File: config.mk
export PLATFORM = sky130hd
export DESIGN_NAME = crc8_byte_update
export DESIGN_NICKNAME = d
export VERILOG_FILES = /design/src/rtl/uart_crc_frame_checker_pkg.sv /design/src/rtl/uart_crc_frame_checker_crc8.sv
export SDC_FILE = /design/constraint.sdc
export NUM_CORES = 1
export LEC_CHECK = 0
export ABC_AREA = 0
export BUFFER_PORTS_ARGS = -buffer_cell sky130_fd_sc_hd__buf_4
export CORE_AREA = 3 3 40 42
export DETAILED_ROUTE_END_ITERATION = 8
export DIE_AREA = 0 0 43 45
export PLACE_DENSITY = 0.54
export REMOVE_ABC_BUFFERS = 1
export SKIP_LAST_GASP = 1
export SLEW_MARGIN = 5
export SYNTH_ARGS = -nofsm -noshare
export SYNTH_HDL_FRONTEND = slang
export SYNTH_SLANG_ARGS = --single-unit
File: constraint.sdc
create_clock -name vclk -period 4.4
set_input_delay 0.88 -clock vclk [all_inputs]
set_output_delay 0.88 -clock vclk [all_outputs]
set_load 0.01 [all_outputs]
File: src/rtl/uart_crc_frame_checker_pkg.sv
// Shared types, defaults and the CRC-8 step function for the UART frame checker
// and the future transmit-side CRC generator.
package uart_crc_pkg;

    localparam int N = 8;

    localparam logic [N-1:0] CRC_POLY = 8'h07;
    localparam logic [N-1:0] CRC_INIT = 8'h00;

    typedef enum logic [1:0] {
        IDLE    = 2'd0,
        PAYLOAD = 2'd1,
        CRC     = 2'd2
    } state_t;

    // MSB-first, non-reflected, no final XOR; all 8 shifts happen in one cycle.
    function automatic logic [N-1:0] crc8_update(input logic [N-1:0] crc,
                                                  input logic [N-1:0] data,
                                                  input logic [N-1:0] poly);
        logic [N-1:0] c;
        c = crc ^ data;
        for (int i = 0; i < N; i++) begin
            c = c[N-1] ? ((c << 1) ^ poly) : (c << 1);
        end
        return c;
    endfunction

endpackage

File: src/rtl/uart_crc_frame_checker_crc8.sv
// One-byte CRC-8 step; combinational so a whole byte is absorbed per clock.
module crc8_byte_update
    import uart_crc_pkg::*;
#(
    parameter logic [N-1:0] POLY = CRC_POLY
) (
    input  logic [N-1:0] crc_i,
    input  logic [N-1:0] data_i,
    output logic [N-1:0] crc_o
);

    assign crc_o = crc8_update(crc_i, data_i, POLY);

endmodule

==> impl_results.rst, run 1 <==
.. list-table::
   :header-rows: 1

   * - Metric
     - Value
   * - Cell Area, Synth
     - around 210 sq um
   * - Flip-flop and latch area
     - 0 sq um
   * - Height of the die
     - 45 um
   * - Final worst-path cycle share
     - 66.95%
   * - Final sequential cell count
     - 0
   * - Critical path launch point type
     - input port
   * - # Max-Cap Violations
     - 0
   * - Part of the Yosys area used for sequential elements
     - 0%
   * - I/O pin count
     - 24
   * - Critical path fanouts, max
     - 4
   * - Number of rows created at floorplan
     - 13
   * - Outcome
     - completed
   * - Leakage power figure
     - a little under 0.2 nW
   * - Total vias in the final route
     - 218
   * - Die Area
     - between 1500 and 2000 sq um
   * - Mean cell area of the mapped netlist
     - around 11 sq um
   * - Final Hold Fails
     - 0
   * - Core Footprint
     - 1285 sq um
   * - Data arrival time of the worst path
     - approximately 2.1 ns
   * - Wire per inst
     - 8.508 um
   * - Starting DRT DRC Count
     - 1
   * - 1st-pass router iterations
     - 2
   * - Per-cell via count in the routed design
     - approximately 3.7
   * - Total wire length after detailed routing
     - roughly 500 um
   * - Die outline width
     - ~43 um
   * - Input/output buffers
     - 24
   * - GRT Overall Usage
     - 4.746%
   * - Worst-case hold slack
     - 2.191 ns
   * - Initial Util
     - 16.55%
   * - Worst-Margin Slew
     - 0.3080 ns
   * - Synth cell types
     - 4
   * - Pwr/cell area
     - about 300 nW/um^2
   * - Hold Path Class
     - input port to output pin
   * - Endpoint required time on the critical path
     - 3.52 ns
   * - Final-report setup violation count
     - 0
   * - Maximum number of pins on one net before global-route repair
     - 5
   * - Initial antenna violation count
     - 0
   * - Post-CTS Setup Inserts
     - 0
   * - Time the worst path needs with I/O delays and setup
     - 2.946 ns
   * - Number of max-slew violations in the final report
     - 0
   * - Number of antenna diodes
     - 0
   * - Quantity of gates resized following cts
     - 0
   * - Remaining DRCs
     - 0
   * - Tightest slew margin relative to the limit
     - ~79%
   * - Type of the setup path with the least slack
     - input port to output pin
   * - Number of clock buffers in the layout
     - 0
   * - Warnings, synthesis
     - 0
   * - Unrepaired setup endpoints after global routing
     - false
   * - Number of hold buffers added after CTS
     - 0
   * - Highest attainable clock frequency
     - about 0.34 GHz
   * - Post-Syn Instances
     - 20
   * - Number of fill cells
     - 141
   * - Post-Route Setup TNS
     - 0 ns
   * - Leading cell type in the layout, fill and taps excluded
     - buf_4
   * - Net count, final
     - 62
   * - IR Drop Worst-Case VDD
     - around 0.000092 V
   * - Sort of element at the end of the critical path
     - output pin
   * - Global-route wire length before repair
     - around 750 um
   * - Leading cell types in the layout, fill and taps excluded
     - 24 x buf_4, 12 x xnor2_1, 5 x xor2_1, 2 x xnor3_2, 1 x xor2_2
   * - Number of global-route vias before repair
     - 166
   * - PnR Total Power
     - approximately 0.12 mW
   * - Post-route antenna net violation count
     - 0
   * - Placer congestion estimate
     - 0.6208
   * - Area grow syn2layout
     - 93.53%
   * - Proportion of layout cells with a drive suffix above 1
     - between 60% and 70%
   * - Overflow after GRT
     - 0
metrics by stage:
| step | setup WS [ns] | cells | util (%) | cell area (sq um) |
|---|---|---|---|---|
| 2_1_floorplan | 1.677 | 20 | - | 212.7 |
| 3_3_place_gp | 1.459 | 59 | 32.04 | 411.6 |
| 3_5_place_dp | 1.452 | 59 | 32.04 | 411.6 |
| 4_1_cts | 1.441 | 59 | 32.04 | 411.6 |
| 5_1_grt | 1.388 | 59 | 32.04 | 411.6 |
| 6_report | 1.454 | 59 | 32.04 | 411.6 |
area by class of cell:
type	count	area (sq um)	share of cell area (%)
timing repair buffer	24	180.2	43.77
multi-input combinational	20	212.7	51.67
tap	15	18.77	4.559
synth_stat cells:
| library cell | number | area share, % |
|---|---|---|
| xor2_1 | 5 | 21 |
| xor2_2 | 1 | 7.6 |
| xnor3_2 | 2 | 22 |
| xnor2_1 | 12 | 49 |
per-layer routing:
layer / global-route usage (%) / share of wire (%) / up-vias
li1: - / - / 111
met1: 7.952 / 43 / 84
met2: 5.988 / 30 / 23
met3: 1.594 / 26 / 0
met4: 0 / 0 / 0
met5: 0 / 0 / -
kinds of logic after synthesis:
family | share of synthesized area, %
xor gates and xnor gates | 100.0
power breakdown:
group / internal [mW] / switching, mW / total, mW
clock: 0 / 0 / 0
combinational: 0.0730 / 0.0513 / 0.124
sequential: 0 / 0 / 0
critical path, stage by stage:
cell and delay (ns):
buf_4 0.12, xor2_2 0.26, xnor3_2 0.50, xor2_1 0.16, buf_4 0.15
path summary, 6_finish.rpt:
check                       to  startpoint  cells past startpoint
worst max-delay path  crc_o[3]   data_i[7]                      5
worst min-delay path  crc_o[4]    crc_i[2]                      4
Note: power is estimated with default switching activity, not from simulation.
==> run 2: changes to the inputs <==
--- a/config.mk
+++ b/config.mk
@@ -10,7 +10,7 @@
 export CORE_AREA = 3 3 40 42
 export DETAILED_ROUTE_END_ITERATION = 8
 export DIE_AREA = 0 0 43 45
-export PLACE_DENSITY = 0.54
+export PLACE_DENSITY = 0.56
 export REMOVE_ABC_BUFFERS = 1
 export SKIP_LAST_GASP = 1
 export SLEW_MARGIN = 5
==> constraint.sdc (replaced) <==
create_clock -name vclk -period 2.5
set_input_delay 0.5 -clock vclk [all_inputs]
set_output_delay 0.5 -clock vclk [all_outputs]
set_load 0.01 [all_outputs]
==> impl_results.rst, run 2 (same netlist as run 1, synthesis figures left out) <==
.. list-table::
   :header-rows: 1

   * - Metric
     - Value
   * - Placer congestion estimate
     - 0.6086 (was 0.6208)
   * - Overflow after GRT
     - 0 (unchanged)
   * - Worst-Margin Slew
     - 0.3569 ns (was 0.3080 ns)
   * - Sort of element at the end of the critical path
     - output pin (unchanged)
   * - Core Footprint
     - 1285 sq um (unchanged)
   * - Time the worst path needs with I/O delays and setup
     - 2.220 ns
   * - Total wire length after detailed routing
     - 558 um (was 502 um)
   * - 1st-pass router iterations
     - 1 (was 2)
   * - Global-route wire length before repair
     - 855 um (was 745 um)
   * - Hold Path Class
     - input port to output pin (unchanged)
   * - Post-DP Area
     - 419.2 sq um (was 411.6 sq um)
   * - Area grow syn2layout
     - 97.06% (was 93.53%)
   * - Remaining DRCs
     - 0 (unchanged)
   * - Endpoint of the worst hold-timing path
     - crc_o[4] (unchanged)
   * - Unrepaired setup endpoints after global routing
     - false (unchanged)
   * - Type of the setup path with the least slack
     - input port to output pin (unchanged)
   * - PnR Total Power
     - 0.2226 mW (was 0.1242 mW)
   * - Number of hold buffers added after CTS
     - 0 (unchanged)
   * - Initial antenna violation count
     - 0 (unchanged)
   * - Critical path fanouts, max
     - 3 (was 4)
   * - IR Drop Worst-Case VDD
     - 0.0001566 V (was 0.00009221 V)
   * - Tightest slew margin relative to the limit
     - 76.03% (was 79.32%)
   * - Input/output buffers
     - 24 (unchanged)
   * - Flip-flop and latch area
     - 0 sq um (unchanged)
   * - Die Area
     - 1935 sq um (unchanged)
   * - Highest attainable clock frequency
     - 0.4505 GHz
   * - Worst min-delay path startpoint
     - crc_i[2] (unchanged)
   * - GRT Overall Usage
     - 5.662% (was 4.746%)
   * - Hold depth
     - 4 (unchanged)
   * - Total vias in the final route
     - 215 (was 218)
   * - Quantity of gates resized following cts
     - 0 (unchanged)
   * - Area of combinational cells with multiple inputs
     - 212.7 sq um (unchanged)
   * - Post-Route Setup TNS
     - 0 ns (unchanged)
   * - Number of antenna diodes
     - 0 (unchanged)
   * - Pwr/cell area
     - 531.1 nW/um^2 (was 301.8 nW/um^2)
   * - Maximum number of pins on one net before global-route repair
     - 4 (was 5)
   * - Post-route antenna net violation count
     - 0 (unchanged)
   * - Worst-case hold slack
     - 1.431 ns (was 2.191 ns)
   * - Final Hold Fails
     - 0 (unchanged)
   * - Initial Util
     - 16.55% (unchanged)
   * - Proportion of layout cells with a drive suffix above 1
     - 62.22% (was 61.36%)
   * - Outcome
     - completed (unchanged)
   * - Leading cell type in the layout, fill and taps excluded
     - buf_4 (unchanged)
   * - Leading cell types in the layout, fill and taps excluded
     - 25 x buf_4, 12 x xnor2_1, 5 x xor2_1, 2 x xnor3_2, 1 x xor2_2 (was 24 x buf_4, 12 x xnor2_1, 5 x xor2_1, 2 x xnor3_2, 1 x xor2_2)
   * - Summed area of non-filler cells in the final layout
     - 419.2 sq um (was 411.6 sq um)
   * - Data arrival time of the worst path
     - 1.72 ns (was 2.07 ns)
   * - Leakage power figure
     - 0.2029 nW (was 0.1981 nW)
   * - Number of clock buffers in the layout
     - 0 (unchanged)
   * - Final-report setup violation count
     - 0 (unchanged)
   * - Starting DRT DRC Count
     - 0 (was 1)
   * - Number of fill cells
     - 143 (was 141)
   * - Detailed placement HPWL
     - 533.1 um
   * - I/O pin count
     - 24 (unchanged)
   * - Net count, final
     - 63 (was 62)
   * - # Max-Cap Violations
     - 0 (unchanged)
   * - Post-CTS Setup Inserts
     - 0 (unchanged)
   * - Die outline width
     - 43 um (unchanged)
   * - Per-cell via count in the routed design
     - 3.583 (was 3.695)
   * - Number of max-slew violations in the final report
     - 0 (unchanged)
   * - Final worst-path cycle share
     - between 80 and 90%
   * - Wire per inst
     - 9.300 um (was 8.508 um)
   * - Critical path launch point type
     - input port (unchanged)
   * - Final sequential cell count
     - 0 (unchanged)
   * - Endpoint required time on the critical path
     - 2.00 ns (was 3.52 ns)
   * - Number of global-route vias before repair
     - 211 (was 166)
   * - Height of the die
     - 45 um (unchanged)
   * - Number of rows created at floorplan
     - 13 (unchanged)
## run 2: changes by cell type in the layout (fill, tap and decap cells not counted), sizes merged
cell	change
buf	+1
## run 2: stage by stage
stage / util, % / setup WS, ns / std cells
after floorplan: - / 0.5366 / 20
after CTS: 32.62 / 0.2562 / 60
after global placement: 32.62 / 0.3738 / 60
after global routing: 32.62 / 0.1967 / 60
final: 32.62 / 0.2804 / 60
after detailed placement: 32.62 / 0.2649 / 60
## run 2: where the power goes
group          leakage (nW)  total (mW)  switching [mW]  internal, mW
registers                 0           0               0             0
clock network             0           0               0             0
logic                 0.203       0.223          0.0920         0.131
## run 2: layout make-up
cell class / count / area share, %
Tap cell: 15 / 4.478
Timing Repair Buffer: 25 / 44.78
Multi-Input combinational cell: 20 / 50.75
## run 2: how the worst max path moves through the flow
stage,startpoint,endpoint,slack (ns),cells past startpoint
after floorplan,data_i[6],crc_o[1],0.54,3
after global placement,data_i[1],crc_o[2],0.37,5
after detailed placement,data_i[6],crc_o[2],0.26,5
after CTS,data_i[6],crc_o[2],0.26,5
after global routing,data_i[6],crc_o[1],0.20,5
final,data_i[6],crc_o[2],0.28,5
## run 2: metal layers
layer | wire length, um | global-route usage (%) | vias to the layer above
li1 | - | - | 112
met1 | 214 | 8.193 | 81
met2 | 211 | 9.581 | 22
met3 | 132 | 0.7968 | 0
met4 | 0 | 0 | 0
met5 | 0 | 0 | -
## run 2: critical path, stage by stage
cell and delay, ns:
buf_4 0.11, xnor2_1 0.32, xnor3_2 0.45, xnor2_1 0.19, buf_4 0.14
